[config.mk]
export PLATFORM = sky130hd
export DESIGN_NAME = mem_arbiter
export DESIGN_NICKNAME = d
export VERILOG_FILES = /design/src/rtl/mem_arbiter_pkg.sv /design/src/rtl/arbiter_watchdog.sv /design/src/rtl/mem_arbiter.sv
export SDC_FILE = /design/constraint.sdc
export NUM_CORES = 1
export LEC_CHECK = 0
export ABC_CLOCK_PERIOD_IN_PS = 2050
export CORE_ASPECT_RATIO = 0.8
export CORE_MARGIN = 1
export CORE_UTILIZATION = 41
export DETAILED_ROUTE_END_ITERATION = 6
export PLACE_DENSITY = 0.79
export SLEW_MARGIN = 10
export SYNTH_ARGS = -nofsm -noshare
export SYNTH_HDL_FRONTEND = slang
export SYNTH_SLANG_ARGS = --single-unit
[constraint.sdc]
create_clock -name clk -period 2.05 [get_ports clk]
set_input_delay 0.41 -clock clk [delete_from_list [all_inputs] [get_ports clk]]
set_output_delay 0.41 -clock clk [all_outputs]
set_load 0.1 [all_outputs]
[src/rtl/mem_arbiter_pkg.sv]
// Shared types for the instruction/data memory arbiter: FSM states, grant
// identities and a small state-classification helper.
package mem_arbiter_pkg;

   typedef enum logic [2:0] {
      IDLE  = 3'd0,
      DATA  = 3'd1,
      INSTR = 3'd2,
      RESP  = 3'd3,
      ERROR = 3'd4
   } state_t;

   typedef enum logic {
      GRANT_DATA  = 1'b0,
      GRANT_INSTR = 1'b1
   } grant_t;

   localparam int DEFAULT_TIMEOUT = 15;

   // True while a bus transfer is outstanding.
   function automatic logic is_bus_state(input state_t s);
      return (s == DATA) || (s == INSTR);
   endfunction

endpackage

[src/rtl/arbiter_watchdog.sv]
// Bus-wait watchdog: counts cycles without ack during a transfer and flags
// the cycle in which the TIMEOUT-th unacknowledged cycle completes.
module arbiter_watchdog #(
   parameter int TIMEOUT = 15
) (
   input  logic clk,
   input  logic reset,
   input  logic clear,
   input  logic enable,
   input  logic ack,
   output logic expired
);

   localparam int CW = $clog2(TIMEOUT + 1);
   localparam logic [CW-1:0] LIMIT = CW'(TIMEOUT);
   localparam logic [CW-1:0] LAST  = CW'(TIMEOUT - 1);

   logic [CW-1:0] count;

   // Saturates at TIMEOUT so the counter can never wrap back to zero.
   always_ff @(posedge clk or negedge reset) begin
      if (!reset) begin
         count <= '0;
      end else if (clear) begin
         count <= '0;
      end else if (enable && !ack && (count != LIMIT)) begin
         count <= count + CW'(1);
      end
   end

   assign expired = enable && !ack && (count >= LAST);

endmodule

[src/rtl/mem_arbiter.sv]
// Two-master (instruction fetch / data access) arbiter onto a single memory
// bus with alternating tie-break, response pulse and sticky timeout error.
module mem_arbiter
   import mem_arbiter_pkg::*;
#(
   parameter int TIMEOUT = DEFAULT_TIMEOUT
) (
   input  logic        clk,
   input  logic        reset,
   input  logic        ifReq,
   input  logic [31:0] ifAddress,
   output logic        ifReady,
   output logic [31:0] ifData,
   input  logic        memReq,
   input  logic        memWrite,
   input  logic [31:0] memAddress,
   input  logic [31:0] memWriteData,
   output logic        memReady,
   output logic [31:0] memReadData,
   output logic        busReq,
   output logic        busWrite,
   output logic [31:0] busAddress,
   output logic [31:0] busWriteData,
   input  logic        busAck,
   input  logic [31:0] busReadData,
   output logic        stallPipeline,
   output logic        busError,
   output state_t      fsm_state
);

   // Handshake: a requester raises its req level and may drop it at any time;
   // once sampled in IDLE the transfer always completes and the matching
   // ready pulses for exactly one cycle. On the bus side busReq is held with
   // stable address/data until a cycle with busAck high, which ends it.

   state_t state, state_next;
   grant_t last_grant;
   logic   start_data, start_instr;
   logic   wd_expired;

   always_comb begin
      state_next  = state;
      start_data  = 1'b0;
      start_instr = 1'b0;
      case (state)
         IDLE: begin
            if (memReq && (!ifReq || (last_grant == GRANT_INSTR))) begin
               start_data = 1'b1;
               state_next = DATA;
            end else if (ifReq) begin
               start_instr = 1'b1;
               state_next  = INSTR;
            end
         end
         DATA, INSTR: begin
            if (busAck) begin
               state_next = RESP;
            end else if (wd_expired) begin
               state_next = ERROR;
            end
         end
         RESP:    state_next = IDLE;
         ERROR:   state_next = ERROR;
         default: state_next = IDLE;
      endcase
   end

   // last_grant doubles as the owner of the transfer in flight.
   always_ff @(posedge clk or negedge reset) begin
      if (!reset) begin
         state      <= IDLE;
         last_grant <= GRANT_INSTR;
      end else begin
         state <= state_next;
         if (start_data) begin
            last_grant <= GRANT_DATA;
         end else if (start_instr) begin
            last_grant <= GRANT_INSTR;
         end
      end
   end

   always_ff @(posedge clk or negedge reset) begin
      if (!reset) begin
         busAddress   <= '0;
         busWrite     <= 1'b0;
         busWriteData <= '0;
      end else if (start_data) begin
         busAddress   <= memAddress;
         busWrite     <= memWrite;
         busWriteData <= memWrite ? memWriteData : 32'h0;
      end else if (start_instr) begin
         busAddress   <= ifAddress;
         busWrite     <= 1'b0;
         busWriteData <= 32'h0;
      end
   end

   // Result registers only move on a completed transfer of their own kind.
   always_ff @(posedge clk or negedge reset) begin
      if (!reset) begin
         ifData      <= '0;
         memReadData <= '0;
      end else begin
         if ((state == DATA) && busAck && !busWrite) begin
            memReadData <= busReadData;
         end
         if ((state == INSTR) && busAck) begin
            ifData <= busReadData;
         end
      end
   end

   arbiter_watchdog #(
      .TIMEOUT (TIMEOUT)
   ) u_watchdog (
      .clk     (clk),
      .reset   (reset),
      .clear   (start_data | start_instr),
      .enable  (busReq),
      .ack     (busAck),
      .expired (wd_expired)
   );

   assign busReq        = is_bus_state(state);
   assign ifReady       = (state == RESP) && (last_grant == GRANT_INSTR);
   assign memReady      = (state == RESP) && (last_grant == GRANT_DATA);
   assign busError      = (state == ERROR);
   assign stallPipeline = (ifReq & ~ifReady) | (memReq & ~memReady) | busError;
   assign fsm_state     = state;

endmodule

==> results.toml, run 1 <==
[critical_path]
critical_path.n_buffers_inverters = 3
cp_max_fo = 4
critical-path-max-stage-delay_ns = 0.45
cpMaxStageDelayCell = "sky130_fd_sc_hd__dfrtp_4"
timing.setup.critical_path_class = "reg -> out"
timing.critical_path.from_type = "flop"
critical_path.cell_chain = "buf_6 -> nand2_4 -> nor3b_4 -> buf_4 -> buf_12"
critPathRequiredTime_ns = 1.64
cp_data_arrival_time_ns = 1.62
timing.critical_path.max_delay_family = "buffers and inverters"
crit_path_end_kind = "output port"

[timing]
grt_setup_unrepaired = "yes"
max-slew-margin-rel_pct = 67.0
setup_violations = 0
count_of_final_max_slew_check_failures = 0
fmax_mhz = 491
hold_viol_final = 0
timing.setup.tns_ns = 0
holdWs_ns = 0.456
max_slew.worst_pin.slew_ns = 0.493
tcrit_tclk_final_pct = 99.3
post-route-min-period_ns = 2.03
worst_clock_skew_ns = 0.00597

[flow_run]
cap_violations = 0

[clocking]
worst_skew_pair.late_latency_ns = 0.42
htree_num_levels = 4
root_buffer = "sky130_fd_sc_hd__clkbuf_16"
path_clk_slew_ns = 0.06
clock_path_buffers = 2
cts.sinks = 137
tritoncts.num_buffers = 17
cts_tree = "done"

[synthesis]
synth-async-reset-ratio_pct = 100
yosysMostFrequentCell = "sky130_fd_sc_hd__dfrtp_1"
synth_edf_count = 0
yosysTopAreaCellShare_pct = 59.1
ys.flop_type = "sky130_fd_sc_hd__dfrtp_1"
syn-instance-count = 461
avg_inst_size_synth_sq_um = 12.5
synth.net_count = 597
synth.top_cells.by_count = "136 x sky130_fd_sc_hd__dfrtp_1, 60 x sky130_fd_sc_hd__mux2_2, 35 x sky130_fd_sc_hd__a21oi_1, 35 x sky130_fd_sc_hd__nand3_1, 35 x sky130_fd_sc_hd__o21ai_0"
post_synth_design_cell_area_sq_mm = 0.00576
post_synth_num_cell_types = 43
synth.ff_latch_count = 137
post-synth-top-area-cell = "sky130_fd_sc_hd__dfrtp_1"
synth-seq-area-share_pct = 59.6
synth.area.top_cells = "sky130_fd_sc_hd__dfrtp_1 59%, sky130_fd_sc_hd__mux2_2 12%, sky130_fd_sc_hd__a22o_1 4.9%"
synth_warnings = 0

[die]
placementRows = 38
initial_core_util_pct = 42.2
die-area_sq_mm = 0.0145
io_count = 271
die_height_microns = 108
chipWidth_microns = 134
core_sq_mm = 0.0136

[finish]
post_layout_utilization_of_the_core_pct = 68.0
synthesis_to_layout_area_growth_pct = 61.2
nNetsFinal = 875
layout.area.seq_sq_mm = 0.00344
final_layout_size_suffix_gt1_share_pct = 37.1
filler_cell_count = 976
area_of_combinational_cells_with_multiple_inputs_sq_mm = 0.00215
post_layout_nonfiller_instances = 932
num_antenna_cells = 0

[place]
place_hpwl_microns = 12200
placement.io_buffers = 270
finalWeightedCongestion = 0.819
placed_cells = 892

[min_path]
hold_path.class = "in -> async"

[detailed_routing]
drt-wirelength-per-cell_microns = 18.4
drt_drc_violations_left = 0
num_vias = 4985
vias_per_cell = 5.35
final_antenna_net_count = 0
postRouteWirelength_microns = 17200
detailedRoute.firstPassIterationCount = 5
detailedRoute.firstIterationViolations = 206

[global_route]
overflow = 0
grt_usage_pct = 23.7
grt_first_pass_wirelength_microns = 26400
grt_max_degree = 50
first_global_vias = 5029
antenna_violations_before_repair = 0

[run_status]
run_status = "finished clean"
## worst reg2reg max path, stage by stage, from the launching register on
cell and delay, ns:
sky130_fd_sc_hd__dfrtp_4 0.56, sky130_fd_sc_hd__buf_4 0.17, sky130_fd_sc_hd__or3_1 0.42, sky130_fd_sc_hd__nor2_4 0.37, sky130_fd_sc_hd__buf_12 0.22, sky130_fd_sc_hd__a31oi_1 0.11
## registers in the layout, indices dropped and copies added (netlist names)
signal and count:
busAddress 32, busWriteData 32, ifData 32, memReadData 32
u_watchdog.count 4, fsm_state 3, busWrite 1, last_grant 1
## per-stage QoR
step	instance area (sq um)	setup WS, ns
4_1_cts	9240	-0.0196
3_3_place_gp	8600	0.0215
6_report	9280	0.0152
3_5_place_dp	8600	-0.00739
2_1_floorplan	5830	-0.597
5_1_grt	9280	-0.0373
## layout by cell type (no fill, tap or decap), types with 2 or more instances in the layout
cell type                           n
sky130_fd_sc_hd__inv_6              6
sky130_fd_sc_hd__mux2i_1            2
sky130_fd_sc_hd__inv_1              6
sky130_fd_sc_hd__a22o_1            32
sky130_fd_sc_hd__bufinv_16          2
sky130_fd_sc_hd__dfrtp_1          133
sky130_fd_sc_hd__nand3_1           35
sky130_fd_sc_hd__buf_6              3
sky130_fd_sc_hd__mux2_2            60
sky130_fd_sc_hd__ha_1               2
sky130_fd_sc_hd__nand2_2            2
sky130_fd_sc_hd__nor3_4             2
sky130_fd_sc_hd__a21oi_1           35
sky130_fd_sc_hd__a211o_1            2
sky130_fd_sc_hd__clkdlybuf4s50_1  132
sky130_fd_sc_hd__o21ai_0           35
sky130_fd_sc_hd__nor2_1             3
sky130_fd_sc_hd__a31oi_1           33
sky130_fd_sc_hd__nor2_4             3
sky130_fd_sc_hd__mux2_1             4
sky130_fd_sc_hd__clkbuf_16         17
sky130_fd_sc_hd__buf_12            20
sky130_fd_sc_hd__buf_4            144
sky130_fd_sc_hd__clkinvlp_4         2
sky130_fd_sc_hd__clkinv_4           2
sky130_fd_sc_hd__dfrtp_4            2
sky130_fd_sc_hd__a32oi_1            2
## layout make-up
class	count	area share, %
Clock inverter	14	1.74
Sequential cell	137	37.1
Tap cell	180	2.43
Inverter	7	0.283
Timing Repair Buffer	300	30.7
Clock buffer	18	4.63
Multi-Input combinational cell	276	23.2
## worst paths after layout
check | from | endpoint | slack, ns | cells after the start
max in group asynchronous | reset | busWriteData[16] | 1.00 | 3
min in group clk | ifData[31] | ifData[31] | 0.50 | 1
setup reg to reg | fsm_state[0] | busAddress[26] | 0.08 | 5
setup / recovery | fsm_state[1] | ifReady | 0.02 | 5
hold / removal | reset | busAddress[16] | 0.46 | 2
hold reg to reg | ifData[31] | ifData[31] | 0.50 | 1
## metal layers
metal	share of wire (%)	wire length, microns	vias up	track usage, %
li1	-	-	2268	-
met4	0.91	157	0	7.62
met2	49	8470	229	38.9
met5	0	0	-	0
met3	7.9	1350	14	7.08
met1	42	7190	2474	30.2
## kinds of logic (layout without fill, tap and decap cells)
family          count (synthesis)  after routing  share of synthesized area, %
mux                            66             66                          12.9
buf+inv                        48            339                          4.43
compound gates                145            145                          16.1
xor+xnor                        3              3                         0.457
flops                         137            137                          59.6
fa+ha+maj                       2              2                         0.435
simple gates                   60             60                          6.15
## repair_timing
item                       CTS  global route
buffers inserted             4             3
hold endpoints to repair    31             0
hold buffers                 1             0
setup endpoints to repair    4             5
resized for setup            3             4
pin swaps                    2             2
Power of run 1 is left out: the tool's default activity adds up to more than one toggle a clock period on the data nets, which glitch-free logic cannot reach.
==> run 2, diff against run 1 <==
--- a/config.mk
+++ b/config.mk
@@ -14,4 +14,5 @@
 export SLEW_MARGIN = 10
 export SYNTH_ARGS = -nofsm -noshare
 export SYNTH_HDL_FRONTEND = slang
+export SYNTH_HIERARCHICAL = 1
 export SYNTH_SLANG_ARGS = --single-unit
==> run 2 against run 1 <==
Effect of this change: the flow now finishes with violations (negative setup slack); clock skew about the same; worst setup slack lost 0.12 ns; routed wire length down 7.2%; cell count fell by 0.11%; first-iteration DRC count fell by 26%; critical path type unchanged; highest routed layer unchanged.
==> results.toml, run 2 <==
[run_status]
run_status = "finished, violations left"
violated_checks = "negative setup slack"

[clocking]
clock_path_buffers = 2
worst_skew_pair.late_latency_ns = 0.41
path_clk_slew_ns = 0.06
root_buffer = "sky130_fd_sc_hd__clkbuf_16"
tritoncts.num_buffers = 17
htree_num_levels = 4
cts_tree = "done"
cts.sinks = 137

[detailed_routing]
vias_per_cell = 5.13
detailedRoute.firstPassIterationCount = 6
postRouteWirelength_microns = 15900
final_antenna_net_count = 0
num_vias = 4780
drt-wirelength-per-cell_microns = 17.1
detailedRoute.firstIterationViolations = 152
drt_drc_violations_left = 0

[die]
die-area_sq_mm = 0.0146
initial_core_util_pct = 42.3
chipWidth_microns = 135
io_count = 271
die_height_microns = 108
core_sq_mm = 0.0137
placementRows = 38

[synthesis]
yosysTopAreaCellShare_pct = 58.7
post-synth-top-area-cell = "sky130_fd_sc_hd__dfrtp_1"
avg_inst_size_synth_sq_um = 12.7
post_synth_design_cell_area_sq_mm = 0.00580
ys.flop_type = "sky130_fd_sc_hd__dfrtp_1"
synth_warnings = 6
yosysMostFrequentCell = "sky130_fd_sc_hd__dfrtp_1"
post_synth_num_cell_types = 42
synth.top_cells.by_count = "136 x sky130_fd_sc_hd__dfrtp_1, 57 x sky130_fd_sc_hd__mux2_2, 40 x sky130_fd_sc_hd__nor2_1, 35 x sky130_fd_sc_hd__a21oi_1, 33 x sky130_fd_sc_hd__a211oi_1"
synth.area.top_cells = "sky130_fd_sc_hd__dfrtp_1 59%, sky130_fd_sc_hd__mux2_2 11%, sky130_fd_sc_hd__a22o_1 4.8%"
synth-seq-area-share_pct = 59.1
synth_edf_count = 0
synth-async-reset-ratio_pct = 100
synth.ff_latch_count = 137
synth.net_count = 594
syn-instance-count = 458

[min_path]
hold-path-endpoint = "ifData[4]"
hold_path.class = "reg -> reg"
hold_path_startpoint = "ifData[4]"
timing.hold.worst_path_depth = 1

[finish]
post_layout_utilization_of_the_core_pct = 67.2
num_antenna_cells = 0
synthesis_to_layout_area_growth_pct = 58.7
final_layout_size_suffix_gt1_share_pct = 35.2
layout_common_cells = "150 x sky130_fd_sc_hd__buf_4, 133 x sky130_fd_sc_hd__dfrtp_1, 132 x sky130_fd_sc_hd__clkdlybuf4s50_1"
area_of_combinational_cells_with_multiple_inputs_sq_mm = 0.00218
layout.area.seq_sq_mm = 0.00344
nNetsFinal = 876
filler_cell_count = 1038
layout_commonest_cell = "sky130_fd_sc_hd__buf_4"

[critical_path]
cp_max_fo = 2
timing.setup.critical_path_class = "reg -> out"
cp_data_arrival_time_ns = 1.75
critical_path.cell_chain = "nor2b_4 -> and3_4 -> o211ai_1 -> clkbuf_16"
rr_startpoint = "fsm_state[1]"
critical-path-max-stage-delay_ns = 0.47
cpMaxStageDelayCell = "sky130_fd_sc_hd__dfrtp_4"
critPathRequiredTime_ns = 1.64
worst-r2r-setup-slack_ns = 0.15
timing.critical_path.from_type = "flop"
regToRegEndpoint = "memReadData[0]"
crit_path_end_kind = "output port"
r2r.worst_path.cells = 5

[timing]
count_of_final_max_slew_check_failures = 0
postLayoutSetupSlackWorst_ns = -0.107
tcrit_tclk_final_pct = 105
hold_viol_final = 0
max-slew-margin-rel_pct = 66.5
max_slew.worst_pin.slew_ns = 0.502
holdWs_ns = 0.487
timing.setup.tns_ns = -0.107
post-route-min-period_ns = 2.16
worst_clock_skew_ns = 0.00589
grt_setup_unrepaired = "yes"
setup_violations = 1
fmax_mhz = 464

[global_route]
grt_first_pass_wirelength_microns = 25000
grt_max_degree = 52
grt_usage_pct = 22.5
first_global_vias = 5046
antenna_violations_before_repair = 0
overflow = 0

[place]
dp_worst_setup_slack_ns = 0.0338
finalWeightedCongestion = 0.788
place_hpwl_microns = 11600
placement.io_buffers = 270

[flow_run]
cap_violations = 0
[run 2: cell type report]
type	instances	area share [%]
clock buffers	23	5.09
clock inverters	7	1.03
inverters	6	0.245
multi-input cells	279	23.7
flip-flops and latches	137	37.4
well taps	180	2.45
repair buffers	299	30.2
[run 2: metrics by stage]
step | area (sq um) | instances
6_report | 9200 | 931
3_5_place_dp | 8550 | 892
5_1_grt | 9200 | 931
4_1_cts | 9190 | 931
2_1_floorplan | 5840 | 458
3_3_place_gp | 8550 | 892
[run 2: worst max-delay path by stage]
stage,start,to,slack (ns),cells after the start
global placement,ifReq,stallPipeline,0.03,4
finish,fsm_state[1],stallPipeline,-0.11,4
global route,fsm_state[1],stallPipeline,-0.18,5
detailed placement,busAck,memReadData[9],0.03,5
CTS,fsm_state[1],stallPipeline,-0.09,4
floorplan,fsm_state[1],stallPipeline,-1.06,4
[run 2: routing by layer]
layer  share of wire, %  up-vias  global-route usage, %
met5                  0        -                      0
met4                2.2        0                   9.55
met3                7.3       32                   7.03
met2                 51      190                   39.8
met1                 39     2325                   25.2
li1                   -     2233                      -
[run 2: kinds of logic (layout without fill, tap and decap cells)]
| family | after synthesis | count (layout) | share of synthesized area, % |
|---|---|---|---|
| adders and majority gates | 2 | 2 | 0.432 |
| AOI/OAI and AO/OA | 144 | 144 | 17.7 |
| and+or+nand+nor | 65 | 65 | 5.70 |
| muxes | 67 | 67 | 13.0 |
| DFF | 137 | 137 | 59.1 |
| xor gates and xnor gates | 1 | 1 | 0.151 |
| buffers and inverters | 42 | 335 | 3.84 |
[run 2: critical path: cells and delay by family, from the launching register on]
kind	cells	cell delay (ns)
DFF	1	0.47
AOI/OAI and AO/OA	1	0.31
buffers and inverters	1	0.28
and+or+nand+nor	2	0.27
[run 2: repair_timing]
action,in CTS,in global routing
hold buffers,1,0
buffers inserted,8,0
pin swaps,2,2
endpoints found under the setup margin,2,3
hold endpoints to repair,48,0
gates resized for setup,1,3
Power of run 2 is left out for the same reason.
==> run 3, diff against run 2 <==
--- a/config.mk
+++ b/config.mk
@@ -10,8 +10,9 @@
 export CORE_MARGIN = 1
 export CORE_UTILIZATION = 41
 export DETAILED_ROUTE_END_ITERATION = 6
+export MAX_ROUTING_LAYER = met4
 export PLACE_DENSITY = 0.79
-export SLEW_MARGIN = 10
+export SLEW_MARGIN = 40
 export SYNTH_ARGS = -nofsm -noshare
 export SYNTH_HDL_FRONTEND = slang
 export SYNTH_HIERARCHICAL = 1
==> run 3 against run 2 <==
Effect of this change: the run still ends with negative setup slack left; cell area did not move; worst hold slack barely moved; critical endpoint unchanged; core utilization did not move.
==> results.toml, run 3 (synthesized netlist as in run 2, its figures left out) <==
[global_route]
grt_usage_pct = 23.1
first_global_vias = 5056
grt_first_pass_wirelength_microns = 24900
antenna_violations_before_repair = 0
overflow = 0
grt_max_degree = 52

[die]
io_count = 271
initial_core_util_pct = 42.3
die_height_microns = 108
chipWidth_microns = 135
die-area_sq_mm = 0.0146
placementRows = 38
core_sq_mm = 0.0137

[critical_path]
timing.critical_path.from_type = "flop"
cp_max_fo = 2
timing.setup.critical_path_class = "reg -> out"
crit_path_end_kind = "output port"
critPathRequiredTime_ns = 1.64
cp_data_arrival_time_ns = 1.74

[detailed_routing]
final_antenna_net_count = 0
detailedRoute.firstIterationViolations = 162
num_vias = 4747
drt_drc_violations_left = 0
wirelength_met1_microns = 6470
postRouteWirelength_microns = 15900
drt-wirelength-per-cell_microns = 17.1
met3WireLength_microns = 977
route.met2.wl_microns = 8170
route.top_layer_used = "met4"
detailedRoute.firstPassIterationCount = 4
vias_per_cell = 5.10

[timing]
tcrit_tclk_final_pct = 105
postLayoutSetupSlackWorst_ns = -0.0970
max_slew.worst_pin.slew_ns = 0.502
holdWs_ns = 0.487
hold_viol_final = 0
fmax_mhz = 466
setup_violations = 1
grt_setup_unrepaired = "yes"
max-slew-margin-rel_pct = 66.5
worst_clock_skew_ns = 0.0121
post-route-min-period_ns = 2.15
count_of_final_max_slew_check_failures = 0

[clocking]
worst_skew_pair.late_latency_ns = 0.42
path_clk_slew_ns = 0.06
root_buffer = "sky130_fd_sc_hd__clkbuf_16"
cts_tree = "done"
tritoncts.num_buffers = 17
htree_num_levels = 4
cts.sinks = 137
clock_path_buffers = 2

[finish]
synthesis_to_layout_area_growth_pct = 58.7
num_antenna_cells = 0
filler_cell_count = 1038
post-route-cell-area_sq_mm = 0.00920
post_layout_utilization_of_the_core_pct = 67.2
layout_common_cells = "150 x sky130_fd_sc_hd__buf_4, 133 x sky130_fd_sc_hd__dfrtp_1, 132 x sky130_fd_sc_hd__clkdlybuf4s50_1"
nNetsFinal = 876
layout_commonest_cell = "sky130_fd_sc_hd__buf_4"
final_layout_size_suffix_gt1_share_pct = 35.2

[min_path]
hold_path.class = "reg -> reg"

[place]
placement.io_buffers = 270
dp_worst_setup_slack_ns = 0.0338
place_hpwl_microns = 11600
finalWeightedCongestion = 0.799
placedInstanceArea_sq_mm = 0.00855

[flow_run]
cap_violations = 0

[run_status]
violated_checks = "negative setup slack"
run_status = "finished, violations left"
[run 3: cell counts in the layout (fill, tap and decap cells not counted)]
Identical to the previous run, type by type.
[run 3: worst max-delay path, stage by stage (launching register included)]
cell and delay [ns]:
sky130_fd_sc_hd__dfrtp_4 0.47, sky130_fd_sc_hd__nor2b_4 0.13, sky130_fd_sc_hd__and3_4 0.14, sky130_fd_sc_hd__o211ai_1 0.31
sky130_fd_sc_hd__clkbuf_16 0.28
[run 3: worst paths after layout]
path	start	end	slack (ns)	cells past startpoint
min in group asynchronous	reset	memReadData[14]	0.52	2
setup reg to reg	fsm_state[1]	memReadData[9]	0.16	5
hold / removal	ifData[4]	ifData[4]	0.49	1
max in group asynchronous	reset	busWriteData[21]	0.91	3
hold reg to reg	ifData[4]	ifData[4]	0.49	1
setup / recovery	fsm_state[1]	stallPipeline	-0.1	4
[run 3: cell type report]
cell class / count / area (sq um) / area share [%]
repair buffers: 299 / 2770 / 30.2
flip-flops and latches: 137 / 3440 / 37.4
multi-input cells: 279 / 2180 / 23.7
well taps: 180 / 225 / 2.45
clock buffers: 23 / 468 / 5.09
clock inverters: 7 / 95.1 / 1.03
inverters: 6 / 22.5 / 0.245
[run 3: through the flow]
step	setup TNS [ns]	cells
after floorplan	-4.80	458
after global placement	0	892
after detailed placement	0	892
after CTS	-0.0902	931
after global routing	-0.256	931
final	-0.0970	931
[run 3: per-layer routing]
layer  global-route usage [%]  up-vias
li1                         -     2232
met2                     39.8      171
met3                     6.14       25
met4                     8.83        0
met1                     25.8     2319
met5                        -        -
[run 3: timing repair]
item / in CTS / in global routing
pin swaps: 2 / 2
gates resized for setup: 1 / 3
setup buffers: 8 / 0
hold endpoints to repair: 48 / 0
endpoints found under the setup margin: 2 / 3
hold buffers: 1 / 0
Power of run 3 is left out for the same reason.
